===== config.mk =====
export PLATFORM = sky130hd
export DESIGN_NAME = button_conditioner
export DESIGN_NICKNAME = d
export VERILOG_FILES = /design/src/rtl/button_pkg.sv /design/src/rtl/button_debounce.sv /design/src/rtl/button_conditioner.sv
export SDC_FILE = /design/constraint.sdc
export NUM_CORES = 1
export LEC_CHECK = 0
export CAP_MARGIN = 20
export CELL_PAD_IN_SITES_DETAIL_PLACEMENT = 2
export CELL_PAD_IN_SITES_GLOBAL_PLACEMENT = 2
export CORE_MARGIN = 4
export CORE_UTILIZATION = 38
export DETAILED_ROUTE_END_ITERATION = 6
export HOLD_SLACK_MARGIN = 0.05
export PLACE_DENSITY = 0.87
export SYNTH_ARGS = -nofsm -noshare
export SYNTH_HDL_FRONTEND = slang
export SYNTH_SLANG_ARGS = --single-unit

===== constraint.sdc =====
create_clock -name i_clock -period 2.5 [get_ports i_clock]
set_clock_uncertainty 0.15 [all_clocks]
set_input_delay 0.25 -clock i_clock [delete_from_list [all_inputs] [get_ports i_clock]]
set_output_delay 0.25 -clock i_clock [all_outputs]
set_load 0.01 [all_outputs]

===== src/rtl/button_pkg.sv =====
// rtl/button_pkg.sv - shared constants for the push-button conditioning path
//
// Purpose: per-button debounce FSM state encoding and button index names
//          shared by button_debounce and button_conditioner.
// Ports:   none (package).
package button_pkg;

   // Debounce FSM states. Bit 1 set means the debounced level is "pressed".
   localparam logic [1:0] IDLE      = 2'd0;
   localparam logic [1:0] WAIT_HIGH = 2'd1;
   localparam logic [1:0] PRESSED   = 2'd2;
   localparam logic [1:0] WAIT_LOW  = 2'd3;

   // Button positions on i_buttons / o_pulses.
   localparam int BTN_LOAD_A  = 0;
   localparam int BTN_LOAD_B  = 1;
   localparam int BTN_LOAD_OP = 2;

endpackage


===== src/rtl/button_debounce.sv =====
// rtl/button_debounce.sv - one button: 2-FF synchroniser plus debounce FSM
//
// Purpose: samples one raw asynchronous button, filters it through a
//          four-state debounce FSM and flags each qualified press.
// Ports:
//   clock  in   system clock, rising edge
//   reset  in   synchronous, active-high reset
//   button in   raw asynchronous button level, 1 = pressed
//   accept out  high for the one cycle in which a press qualifies
//   level  out  debounced level (1 in PRESSED/WAIT_LOW), straight from the
//               state register
module button_debounce
   import button_pkg::*;
#(
   parameter int DEBOUNCE_CYCLES = 1000000,
   parameter int NB_CNT          = $clog2(DEBOUNCE_CYCLES + 1)
) (
   input  logic clock,
   input  logic reset,
   input  logic button,
   output logic accept,
   output logic level
);

   localparam logic [NB_CNT-1:0] CNT_ONE  = NB_CNT'(1);
   localparam logic [NB_CNT-1:0] CNT_LAST = NB_CNT'(DEBOUNCE_CYCLES - 1);

   logic              sync1;
   logic              sync2;
   logic [1:0]        state;
   logic [1:0]        state_next;
   logic [NB_CNT-1:0] cnt;
   logic [NB_CNT-1:0] cnt_next;

   // The counter includes the sample that started the WAIT_* state, so the
   // transition fires on the DEBOUNCE_CYCLES-th consecutive stable sample and
   // never counts past CNT_LAST.
   always_comb begin
      state_next = state;
      cnt_next   = cnt;
      accept     = 1'b0;
      case (state)
         IDLE: begin
            if (sync2) begin
               state_next = WAIT_HIGH;
               cnt_next   = CNT_ONE;
            end
         end
         WAIT_HIGH: begin
            if (!sync2) begin
               state_next = IDLE;
               cnt_next   = '0;
            end else if (cnt == CNT_LAST) begin
               state_next = PRESSED;
               cnt_next   = '0;
               accept     = 1'b1;
            end else begin
               cnt_next = cnt + CNT_ONE;
            end
         end
         PRESSED: begin
            if (!sync2) begin
               state_next = WAIT_LOW;
               cnt_next   = CNT_ONE;
            end
         end
         WAIT_LOW: begin
            if (sync2) begin
               state_next = PRESSED;
               cnt_next   = '0;
            end else if (cnt == CNT_LAST) begin
               state_next = IDLE;
               cnt_next   = '0;
            end else begin
               cnt_next = cnt + CNT_ONE;
            end
         end
         default: begin
            state_next = IDLE;
            cnt_next   = '0;
         end
      endcase
   end

   always_ff @(posedge clock) begin
      if (reset) begin
         sync1 <= 1'b0;
         sync2 <= 1'b0;
         state <= IDLE;
         cnt   <= '0;
      end else begin
         sync1 <= button;
         sync2 <= sync1;
         state <= state_next;
         cnt   <= cnt_next;
      end
   end

   assign level = state[1];

endmodule


===== src/rtl/button_conditioner.sv =====
// rtl/button_conditioner.sv - debounced, serialised one-hot press pulses
//
// Purpose: synchronises and debounces every push-button, then serialises the
//          qualified presses so the load stage sees at most one single-cycle
//          one-hot pulse per clock, one pulse per press.
// Ports:
//   i_clock   in   system clock, rising edge
//   i_reset   in   synchronous, active-high reset
//   i_buttons in   [NB_BUTTONS] raw asynchronous levels, 1 = pressed
//   o_pulses  out  [NB_BUTTONS] registered press pulses, at most one bit high
//   o_pending out  high while an accepted press waits behind the serialiser
//   o_levels  out  [NB_BUTTONS] debounced levels, only with BUTTON_LEVEL_OUT_EN
// Build option: define BUTTON_LEVEL_OUT_EN to add o_levels.
module button_conditioner
   import button_pkg::*;
#(
   parameter int  NB_BUTTONS      = 3,
   parameter int  DEBOUNCE_CYCLES = 1000000,
   localparam int NB_CNT          = $clog2(DEBOUNCE_CYCLES + 1)
) (
   input  logic                  i_clock,
   input  logic                  i_reset,
   input  logic [NB_BUTTONS-1:0] i_buttons,
   output logic [NB_BUTTONS-1:0] o_pulses,
   output logic                  o_pending
`ifdef BUTTON_LEVEL_OUT_EN
   ,
   output logic [NB_BUTTONS-1:0] o_levels
`endif
);

   logic [NB_BUTTONS-1:0] accept;
   logic [NB_BUTTONS-1:0] level;
   logic [NB_BUTTONS-1:0] pending;
   logic [NB_BUTTONS-1:0] issue;
   logic [NB_BUTTONS-1:0] pending_next;

   for (genvar k = 0; k < NB_BUTTONS; k++) begin : g_btn
      button_debounce #(
         .DEBOUNCE_CYCLES (DEBOUNCE_CYCLES),
         .NB_CNT          (NB_CNT)
      ) u_debounce (
         .clock  (i_clock),
         .reset  (i_reset),
         .button (i_buttons[k]),
         .accept (accept[k]),
         .level  (level[k])
      );
   end

   // Lowest-index pending bit wins (two's-complement isolate-lowest-set).
   assign issue = pending & (~pending + NB_BUTTONS'(1));

   // Clearing the issued bit before OR-ing in accept means a fresh accept on
   // the bit being issued re-arms it, giving a second pulse; an accept on a
   // bit still waiting simply merges.
   assign pending_next = (pending & ~issue) | accept;

   always_ff @(posedge i_clock) begin
      if (i_reset) begin
         pending  <= '0;
         o_pulses <= '0;
      end else begin
         pending  <= pending_next;
         o_pulses <= issue;
      end
   end

   assign o_pending = |pending;

`ifdef BUTTON_LEVEL_OUT_EN
   assign o_levels = level;
`else
   logic unused_level;
   assign unused_level = ^level;
`endif

endmodule


==> results of run 1 <==
-- how the worst min path moves through the flow --
stage / end / depth (start not counted) / start
floorplan: g_btn[0].u_debounce.sync1$_SDFF_PP0_ / 1 / i_buttons[0]
global placement: g_btn[0].u_debounce.sync2$_SDFF_PP0_ / 1 / g_btn[0].u_debounce.sync1$_SDFF_PP0_
detailed placement: g_btn[0].u_debounce.sync2$_SDFF_PP0_ / 1 / g_btn[0].u_debounce.sync1$_SDFF_PP0_
CTS: g_btn[0].u_debounce.sync1$_SDFF_PP0_ / 2 / i_buttons[0]
global route: g_btn[2].u_debounce.sync1$_SDFF_PP0_ / 2 / i_buttons[2]
finish: g_btn[0].u_debounce.sync1$_SDFF_PP0_ / 2 / i_buttons[0]
-- power breakdown --
| group | switching, mW | internal (mW) | total [mW] |
|---|---|---|---|
| Sequential | 0.0112 | 1.25 | 1.26 |
| Combinational | 0.0509 | 0.0337 | 0.0845 |
| Clock | 0.494 | 0.485 | 0.980 |
-- cells by family (layout without fill, tap and decap cells) --
| logic type | after synthesis | after routing |
|---|---|---|
| AOI/OAI and AO/OA | 106 | 106 |
| xor gates and xnor gates | 20 | 20 |
| adders and majority gates | 3 | 3 |
| buffers and inverters | 25 | 48 |
| DFF | 78 | 78 |
| muxes | 10 | 10 |
| and+or+nand+nor | 192 | 192 |
-- layer usage --
layer | wire length [um] | part of all wire (%)
met1 | 4950 | 46
met2 | 5450 | 51
met3 | 131 | 1.2
met4 | 153 | 1.4
met5 | 0 | 0
-- metrics by stage --
stage          power [mW]  TNS (ps)  worst slack [ps]  cells  cell area (um^2)
2_1_floorplan        1.34         0               409    434              3720
3_3_place_gp         1.37         0               202    570              4010
3_5_place_dp         1.37         0              44.0    570              4010
4_1_cts              2.35         0              41.0    586              4210
5_1_grt              2.42     -1.98             -1.98    586              4240
6_report             2.33         0               168    586              4240
-- worst register-to-register path: cells and delay by family, from the launching register on --
family | cells | cell delay [ps]
AND/OR/NAND/NOR | 2 | 980
AO/OA/AOI/OAI | 3 | 560
flip-flops | 1 | 380
buffers and inverters | 1 | 170
-- flip-flops by register name, summed over array words and instances, names as in the netlist, named ones only --
name / flops
g_btn.u_debounce.cnt: 60
pending: 3
o_pulses: 3
g_btn.u_debounce.state: 3
g_btn.u_debounce.sync2: 3
g_btn.u_debounce.sync1: 3
-- cell type report --
type / count / area (um^2)
Clock inverter: 6 / 61.3
Fill cell: 1050 / 5130
Multi-Input combinational cell: 331 / 2080
Clock buffer: 10 / 138
Tap cell: 129 / 161
Sequential cell: 78 / 1560
Timing Repair Buffer: 25 / 208
Inverter: 7 / 26.3
-- cells in the final DEF (no fill, tap or decap), types with 13 or more instances in the layout --
cell type  synthesis  routed
nand3_1           28      28
o21ai_0           19      19
a22o_1            13      13
buf_4              2      17
a21oi_1           26      24
a31oi_1           30      30
nand4_1           14      14
nand2_1           45      45
nor2_1            25      25
dfxtp_1           78      78
==> results.json, run 1 <==
{
  "status": "complete, no violations",
  "use_met2_pct": 36.3,
  "worstSetupPathType": "reg -> reg",
  "antenna_found_initial": 0,
  "muxShareOfSynthArea_pct": 2.69,
  "grt_use_met3_pct": 2.89,
  "ys.flop_type": "dfxtp_1",
  "p_leak_nw": 1.39,
  "initial_utilization_pct": 39.7,
  "synth_area_leaders": "dfxtp_1 42%, a31oi_1 5.0%, nand2_1 4.5%, nand3_1 3.8%, a21oi_1 3.5%",
  "worstPathMaxFanout": 7,
  "io_pins": 9,
  "synth_xor_xnor_area_share_pct": 4.71,
  "p_per_area_mw_per_mm2": 549,
  "clk_pin_slew_worst_paths_ps": 90,
  "yosysTopAreaCellShare_pct": 41.9,
  "yosysMostFrequentCell": "dfxtp_1",
  "synthDistinctLibCells": 52,
  "ys_seq_area_share_pct": 41.9,
  "hold_buffers": 0,
  "num_antenna_cells": 0,
  "core_mm2": 0.00937,
  "io_buffers": 8,
  "slowest_stage": "or4_1",
  "routedWlPerCell_um": 18.2,
  "vias": 3360,
  "r2r_start": "g_btn[1].u_debounce.cnt[7]$_SDFFE_PP0P_",
  "crit_chain": "or4_1 > nor4_4 > a21o_2 > buf_4 > o21ai_1 > a21o_1",
  "r2r_cells": 6,
  "cts_tree": "done",
  "die_h_um": 107,
  "grt_pass1_wl_mm": 18.6,
  "synthesis.area_mm2": 0.00372,
  "wl_mm": 10.7,
  "drive_above_1_share_pct": 10.5,
  "drc_errors": 0,
  "crit_family": "simple AND/OR/NAND/NOR gates",
  "yosysTopAreaCell": "dfxtp_1",
  "synthAdderAreaFrac_pct": 1.01,
  "peakVddDrop_mv": 0.250,
  "area_growth_pct": 13.8,
  "cts_max_level": 3,
  "vias_per_cell": 5.73,
  "path_depth": 6,
  "post-dp-hpwl_mm": 7.40,
  "die_w_um": 107,
  "hold_viol": 0,
  "track_usage_pct": 20.2,
  "cts-root-buf": "clkbuf_8",
  "initialDrtViolationCount": 84,
  "grt_max_degree": 30,
  "met1_usage_pct": 24.6,
  "relSlewSlack_pct": 63.1,
  "cts_max_path_buffers": 2,
  "end_kind": "register",
  "synth_nets": 442,
  "cp-start-kind": "register",
  "synth_top_family_by_area": "simple AND/OR/NAND/NOR gates",
  "num-nets-final": 460,
  "cts_sinks": 78,
  "clock.fmax_ghz": 0.429,
  "busiest_layer": "met2",
  "cts_buffers": 9,
  "synth_compound_area_share_pct": 17.7,
  "grt_overflow_total": 0,
  "r2r_slack_ps": 170,
  "timing.final.crit_share_pct": 93.3,
  "critical-path-max-stage-delay_ps": 580,
  "synth_edf_count": 0,
  "r2r-end": "g_btn[1].u_debounce.cnt[11]$_SDFFE_PP0P_",
  "worst_pin_slew_ps": 546,
  "antenna_left": 0,
  "ys_warn_count": 0,
  "synthSimpleGateAreaFrac_pct": 28.9,
  "final_util_pct": 45.2,
  "cp.arrival_ps": 2430,
  "required_ps": 2600,
  "row_count": 35,
  "grt_pass1_vias": 3620,
  "setup_viol": 0,
  "ys_ff_latch": 78,
  "maxSlewViolCount": 0,
  "place_congestion": 0.833,
  "min_path_type": "in -> reg",
  "critPathBufInv": 1,
  "clock_latency_ps": 360,
  "syn_avg_cell_area_um2": 8.58,
  "setup.worst_path.start": "g_btn[1].u_debounce.cnt[7]$_SDFFE_PP0P_",
  "dieArea_mm2": 0.0114,
  "worstSetupEndpoint": "g_btn[1].u_debounce.cnt[11]$_SDFFE_PP0P_",
  "post-cts-setup-buffer-count": 0,
  "dr.pass1.iters": 5,
  "async_flop_share_pct": 0,
  "whs_ps": 298,
  "period_minus_slack_ps": 2330,
  "synth_common_cells": "78 x dfxtp_1, 45 x nand2_1, 30 x a31oi_1, 28 x nand3_1, 26 x a21oi_1",
  "cap_viol_max_count": 0,
  "synthCells": 434,
  "ctsResizeCount": 0
}
(Power assumes the default switching activity.)
==> run 2, diff against run 1 <==
--- a/config.mk
+++ b/config.mk
@@ -5,14 +5,15 @@
 export SDC_FILE = /design/constraint.sdc
 export NUM_CORES = 1
 export LEC_CHECK = 0
+export ABC_AREA = 1
 export CAP_MARGIN = 20
 export CELL_PAD_IN_SITES_DETAIL_PLACEMENT = 2
 export CELL_PAD_IN_SITES_GLOBAL_PLACEMENT = 2
 export CORE_MARGIN = 4
-export CORE_UTILIZATION = 38
+export CORE_UTILIZATION = 34
 export DETAILED_ROUTE_END_ITERATION = 6
 export HOLD_SLACK_MARGIN = 0.05
-export PLACE_DENSITY = 0.87
+export PLACE_DENSITY = 0.88
 export SYNTH_ARGS = -nofsm -noshare
 export SYNTH_HDL_FRONTEND = slang
 export SYNTH_SLANG_ARGS = --single-unit
==> run 2 against run 1 <==
Flip-flop and latch count did not move; largest cell class unchanged; global-route usage rose by 2.7 points; design area rose by 19%; largest power group is now clock; worst setup slack improved by 350 ps.
==> results.json, run 2 <==
{
  "status": "complete, no violations",
  "synth_nets": 727,
  "wl_met2_mm": 8.76,
  "multi_input_area_mm2": 0.00251,
  "r2r_slack_ps": 520,
  "ys_seq_area_share_pct": 34.9,
  "area_growth_pct": 12.7,
  "wl_mm": 16.3,
  "cpMostUsedCell": "nand2_1",
  "ys.flop_type": "dfxtp_1",
  "worst_pin_slew_ps": 536,
  "hold_viol": 0,
  "relSlewSlack_pct": 64.3,
  "num_antenna_cells": 0,
  "wl_met1_mm": 7.01,
  "finalNonFillerCells": 909,
  "clock_latency_ps": 350,
  "drc_errors": 0,
  "whs_ps": 253,
  "clock.fmax_ghz": 0.505,
  "syn_avg_cell_area_um2": 6.23,
  "timing.final.crit_share_pct": 79.3,
  "synthesis.area_mm2": 0.00448,
  "cts_buffers": 9,
  "grt_max_degree": 45,
  "synth_compound_area_share_pct": 8.10,
  "initialDrtViolationCount": 191,
  "cts_tree": "done",
  "synth_area_leaders": "dfxtp_1 35%, nand2_1 19%, nor2_1 9.0%, inv_1 7.3%, nand3_1 5.0%",
  "grt_pass1_wl_mm": 27.1,
  "io_pins": 9,
  "post-cts-setup-buffer-count": 0,
  "dr.pass1.iters": 4,
  "rsz0062_at_grt": "no",
  "power_mw": 2.86,
  "peakVddDrop_mv": 0.364,
  "cp-start-kind": "register",
  "fillers": 1598,
  "vias_per_cell": 5.17,
  "synth_edf_count": 0,
  "clk_pin_slew_worst_paths_ps": 70,
  "yosysTopAreaCell": "dfxtp_1",
  "regMostFlops": "g_btn.u_debounce.cnt",
  "critPathBufInv": 0,
  "grt_pass1_vias": 5296,
  "die_h_um": 123,
  "post-dp-hpwl_mm": 11.4,
  "ys_warn_count": 0,
  "drive_above_1_share_pct": 8.41,
  "p_leak_nw": 1.91,
  "vias": 4696,
  "cap_viol_max_count": 0,
  "regArea_mm2": 0.00156,
  "end_kind": "register",
  "crit_family": "simple AND/OR/NAND/NOR gates",
  "required_ps": 2620,
  "layout_commonest_cell": "nand2_1",
  "ctsResizeCount": 0,
  "top_layer_used": "met4",
  "worstPathMaxFanout": 4,
  "tns_ps": 0,
  "yosysMostFrequentCell": "nand2_1",
  "cts_sinks": 78,
  "critical-path-max-stage-delay_ps": 380,
  "die_w_um": 123,
  "place_congestion": 0.833,
  "worstSetupPathType": "reg -> reg",
  "met3WireLength_um": 269,
  "synthSimpleGateAreaFrac_pct": 45.0,
  "setup_viol": 0,
  "synthCells": 719,
  "synthDistinctLibCells": 34,
  "cts_max_level": 3,
  "row_count": 41,
  "muxShareOfSynthArea_pct": 0,
  "crit_chain": "ha_1 > nand2_1 > nor2_2 > nand3_1 > nor2_2 > nand3_1 > nand2_1 > nand2_1 > nor2_1",
  "dieArea_mm2": 0.0151,
  "synth_common_cells": "232 x nand2_1, 108 x nor2_1, 87 x inv_1, 78 x dfxtp_1, 45 x nand3_1",
  "grt_overflow_total": 0,
  "p_per_area_mw_per_mm2": 566,
  "hold_buffers": 0,
  "largest_reg_flops": 60,
  "cp.arrival_ps": 2100,
  "num-nets-final": 740,
  "antenna_found_initial": 0,
  "maxSlewViolCount": 0,
  "final_util_pct": 39.5,
  "synthAdderAreaFrac_pct": 0.838,
  "dpl.cell_count": 893,
  "io_buffers": 8,
  "cts-root-buf": "clkbuf_16",
  "cts_max_path_buffers": 2,
  "synth_xor_xnor_area_share_pct": 2.15,
  "core_mm2": 0.0128,
  "ys_ff_latch": 78,
  "slowest_stage": "dfxtp_1",
  "final_cell_mix": "232 x nand2_1, 108 x nor2_1, 87 x inv_1",
  "track_usage_pct": 22.9,
  "period_minus_slack_ps": 1980,
  "initial_utilization_pct": 35.1,
  "min_path_type": "in -> reg",
  "yosysTopAreaCellShare_pct": 34.9,
  "synth_top_family_by_area": "simple AND/OR/NAND/NOR gates",
  "routedWlPerCell_um": 18.0,
  "async_flop_share_pct": 0,
  "antenna_left": 0
}
-- run 2: cell types whose count changed after synthesis, sizes merged, moves of 10 or more --
| cell | change |
|---|---|
| nand2 | +195 |
| nor2 | +99 |
| inv | +84 |
| a31oi | -30 |
| nand3 | +22 |
| a21oi | +14 |
| a22o | -13 |
| nand4 | +13 |
| mux2i | -10 |
| xnor2 | -10 |
-- run 2: stage by stage --
step	worst slack [ps]	instance area, um^2
after floorplan	953	4480
after global placement	735	4750
after detailed placement	659	4750
after CTS	518	5050
after global routing	406	5050
final	518	5050
-- run 2: cell type report --
type	instances	area share (%)
Clock buffer	9	4.46
Tap cell	172	4.26
Inverter	91	6.76
Multi-Input combinational cell	538	49.8
Clock inverter	7	1.46
Timing Repair Buffer	14	2.38
Sequential cell	78	30.9
-- run 2: worst paths after layout --
check	end	cells after the start	start
worst max-delay path	g_btn[1].u_debounce.cnt[16]$_SDFFE_PP0P_	9	g_btn[1].u_debounce.cnt[0]$_SDFFE_PP0P_
worst min-delay path	g_btn[0].u_debounce.cnt[2]$_SDFFE_PP0P_	4	i_reset
worst max register to register	g_btn[1].u_debounce.cnt[16]$_SDFFE_PP0P_	9	g_btn[1].u_debounce.cnt[0]$_SDFFE_PP0P_
worst min register to register	g_btn[1].u_debounce.sync2$_SDFF_PP0_	2	g_btn[1].u_debounce.sync1$_SDFF_PP0_
-- run 2: cell families after synthesis --
kind of cell | count (synthesis)
buffers and inverters | 103
XOR/XNOR | 11
flip-flops | 78
adder cells (fa/ha/maj) | 3
AO/OA/AOI/OAI | 68
AND/OR/NAND/NOR | 456
-- run 2: report_power, final --
part / switching [mW] / total [mW] / leakage [nW] / internal [mW]
Sequential: 0.0234 / 1.29 / 0.630 / 1.26
Clock: 0.651 / 1.36 / 0.148 / 0.710
Combinational: 0.155 / 0.211 / 1.13 / 0.0561
Total: 0.829 / 2.86 / 1.91 / 2.03
-- run 2: metal layers --
layer / vias to the layer above / global-route usage, %
li1: 2290 / -
met1: 2348 / 26.1
met2: 35 / 43.6
met3: 23 / 3.00
met4: 0 / 7.49
met5: - / 0
-- run 2: worst min-delay path, stage by stage --
cell	delay, ps
buf_2	90
inv_1	200
nand2_1	140
inv_1	30
==> run 3, diff against run 2 <==
==> constraint.sdc (replaced) <==
create_clock -name i_clock -period 1.9 [get_ports i_clock]
set_clock_uncertainty 0.15 [all_clocks]
set_input_delay 0.19 -clock i_clock [delete_from_list [all_inputs] [get_ports i_clock]]
set_output_delay 0.19 -clock i_clock [all_outputs]
set_load 0.01 [all_outputs]
==> run 3 against run 2 <==
The run now ends with setup timing left; first-iteration DRC count up 19%; non-clock buffer count up 10; hold slack got worse by 41 ps; sequential power grew 31%; worst setup slack got worse by 530 ps; maximum frequency rose by 3.4%; routed wire length is 17% higher; design area up 3.4%; power up 37%; register-to-register slack got worse by 530 ps.
==> results.json, run 3 (synthesis gave the netlist of run 2 again) <==
{
  "drive_above_1_share_pct": 12.2,
  "largest_reg_flops": 60,
  "busiest_layer": "met2",
  "grt_overflow_total": 0,
  "hold_buffers": 0,
  "drc_errors": 0,
  "place_congestion": 0.819,
  "slowest_stage": "dfxtp_1",
  "antenna_found_initial": 0,
  "critical-path-max-stage-delay_ps": 390,
  "layout_commonest_cell": "nand2_1",
  "dpl-instance-area_mm2": 0.00483,
  "core_mm2": 0.0128,
  "worstPathMaxFanout": 6,
  "num_antenna_cells": 0,
  "io_pins": 9,
  "cts_tree": "done",
  "hold_viol": 0,
  "dpl.cell_count": 903,
  "dieArea_mm2": 0.0151,
  "worstSetupPathType": "reg -> reg",
  "die_h_um": 123,
  "dpl_worst_slack_ps": 65.8,
  "peakVddDrop_mv": 0.415,
  "whs_ps": 212,
  "crit_chain": "ha_2 > nand3_1 > nor2_2 > nand3_1 > nor2_4 > o21ai_2 > nand2_2 > nor2_1",
  "cp.arrival_ps": 2010,
  "regMostFlops": "g_btn.u_debounce.cnt",
  "cpMostUsedCell": "nand3_1",
  "grt_max_degree": 36,
  "relSlewSlack_pct": 69.1,
  "cts_sinks": 78,
  "cts-root-buf": "clkbuf_16",
  "worst_pin_slew_ps": 464,
  "violations": "setup timing",
  "cts_max_path_buffers": 2,
  "clk_pin_slew_worst_paths_ps": 70,
  "die_w_um": 123,
  "maxSlewViolCount": 0,
  "p_leak_nw": 1.97,
  "min_path_type": "in -> reg",
  "initial_utilization_pct": 35.1,
  "row_count": 41,
  "cp-start-kind": "register",
  "period_minus_slack_ps": 1920,
  "required_ps": 2000,
  "wl_mm": 19.1,
  "p_per_area_mw_per_mm2": 752,
  "setup_ws_ps": -15.9,
  "fillers": 1539,
  "antenna_left": 0,
  "cap_viol_max_count": 0,
  "routedWlPerCell_um": 20.8,
  "track_usage_pct": 26.1,
  "power_mw": 3.93,
  "io_buffers": 8,
  "setup_viol": 4,
  "final_cell_mix": "231 x nand2_1, 98 x nor2_1, 87 x inv_1",
  "grt_use_met3_pct": 3.09,
  "initialDrtViolationCount": 228,
  "grt_pass1_wl_mm": 30.3,
  "clock_latency_ps": 360,
  "grt_pass1_vias": 5518,
  "vias_per_cell": 5.34,
  "dr.pass1.iters": 4,
  "post-cts-setup-buffer-count": 0,
  "clock.fmax_ghz": 0.522,
  "end_kind": "register",
  "post-dp-hpwl_mm": 12.2,
  "num-nets-final": 750,
  "use_met2_pct": 49.1,
  "cts_buffers": 9,
  "rsz0062_at_grt": "yes",
  "fin_area_mm2": 0.00522,
  "met1_usage_pct": 30.4,
  "vias": 4910,
  "area_growth_pct": 16.5,
  "timing.final.crit_share_pct": 101,
  "status": "complete, but fails checks",
  "crit_family": "simple AND/OR/NAND/NOR gates",
  "critPathBufInv": 0,
  "finalNonFillerCells": 919,
  "cts_max_level": 3
}
## run 3: cell types whose count changed in the layout (fill, tap and decap cells not counted), moves of 2 or more
cell,delta
inv_8,-2
dfxtp_2,+4
ha_1,-2
buf_4,+10
clkbuf_8,+2
nand3_1,-2
nor2_4,+4
ha_2,+2
nand3_2,+2
nor2_2,+6
dfxtp_1,-4
nor2_1,-10
## run 3: area by class of cell
class	instances	area [um^2]	share of cell area, %
multi-input combinational	538	2580	49.5
sequential	78	1570	30.0
inverter	91	342	6.54
clock buffer	11	253	4.84
tap	172	215	4.12
timing repair buffer	24	195	3.74
clock inverter	5	65.1	1.25
## run 3: worst min-delay path: stages
cell             delay (ps)
clkdlybuf4s50_1         400
inv_1                    60
nor2_1                   30
## run 3: timing repair
action / CTS / global route
pin swaps: 0 / 1
gates resized for setup: 2 / 23
setup endpoints to repair: 4 / 35
## run 3: power breakdown
part,internal (mW),total [mW],switching [mW]
sequential,1.66,1.69,0.0307
clock,1.11,1.91,0.803
combinational,0.0940,0.324,0.230
total,2.86,3.93,1.06
## run 3: final timing paths
check | start | end | slack, ps | cells past startpoint
setup reg to reg | g_btn[1].u_debounce.cnt[1]$_SDFFE_PP0P_ | g_btn[1].u_debounce.cnt[16]$_SDFFE_PP0P_ | -20 | 8
hold / removal | i_buttons[2] | g_btn[2].u_debounce.sync1$_SDFF_PP0_ | 210 | 3
hold reg to reg | g_btn[2].u_debounce.sync1$_SDFF_PP0_ | g_btn[2].u_debounce.sync2$_SDFF_PP0_ | 270 | 2
setup / recovery | g_btn[1].u_debounce.cnt[1]$_SDFFE_PP0P_ | g_btn[1].u_debounce.cnt[16]$_SDFFE_PP0P_ | -20 | 8
## run 3: routing by layer
layer  wire length, um  vias up
met5                 0        -
met3               330       34
met4               513        0
met2             10300       63
li1                  -     2317
met1              7910     2496
## run 3: through the flow
step | util, % | TNS, ps
2_1_floorplan | - | 0
3_3_place_gp | 37.8 | 0
3_5_place_dp | 37.8 | 0
4_1_cts | 40.3 | 0
5_1_grt | 40.9 | -1210
6_report | 40.9 | -29.6
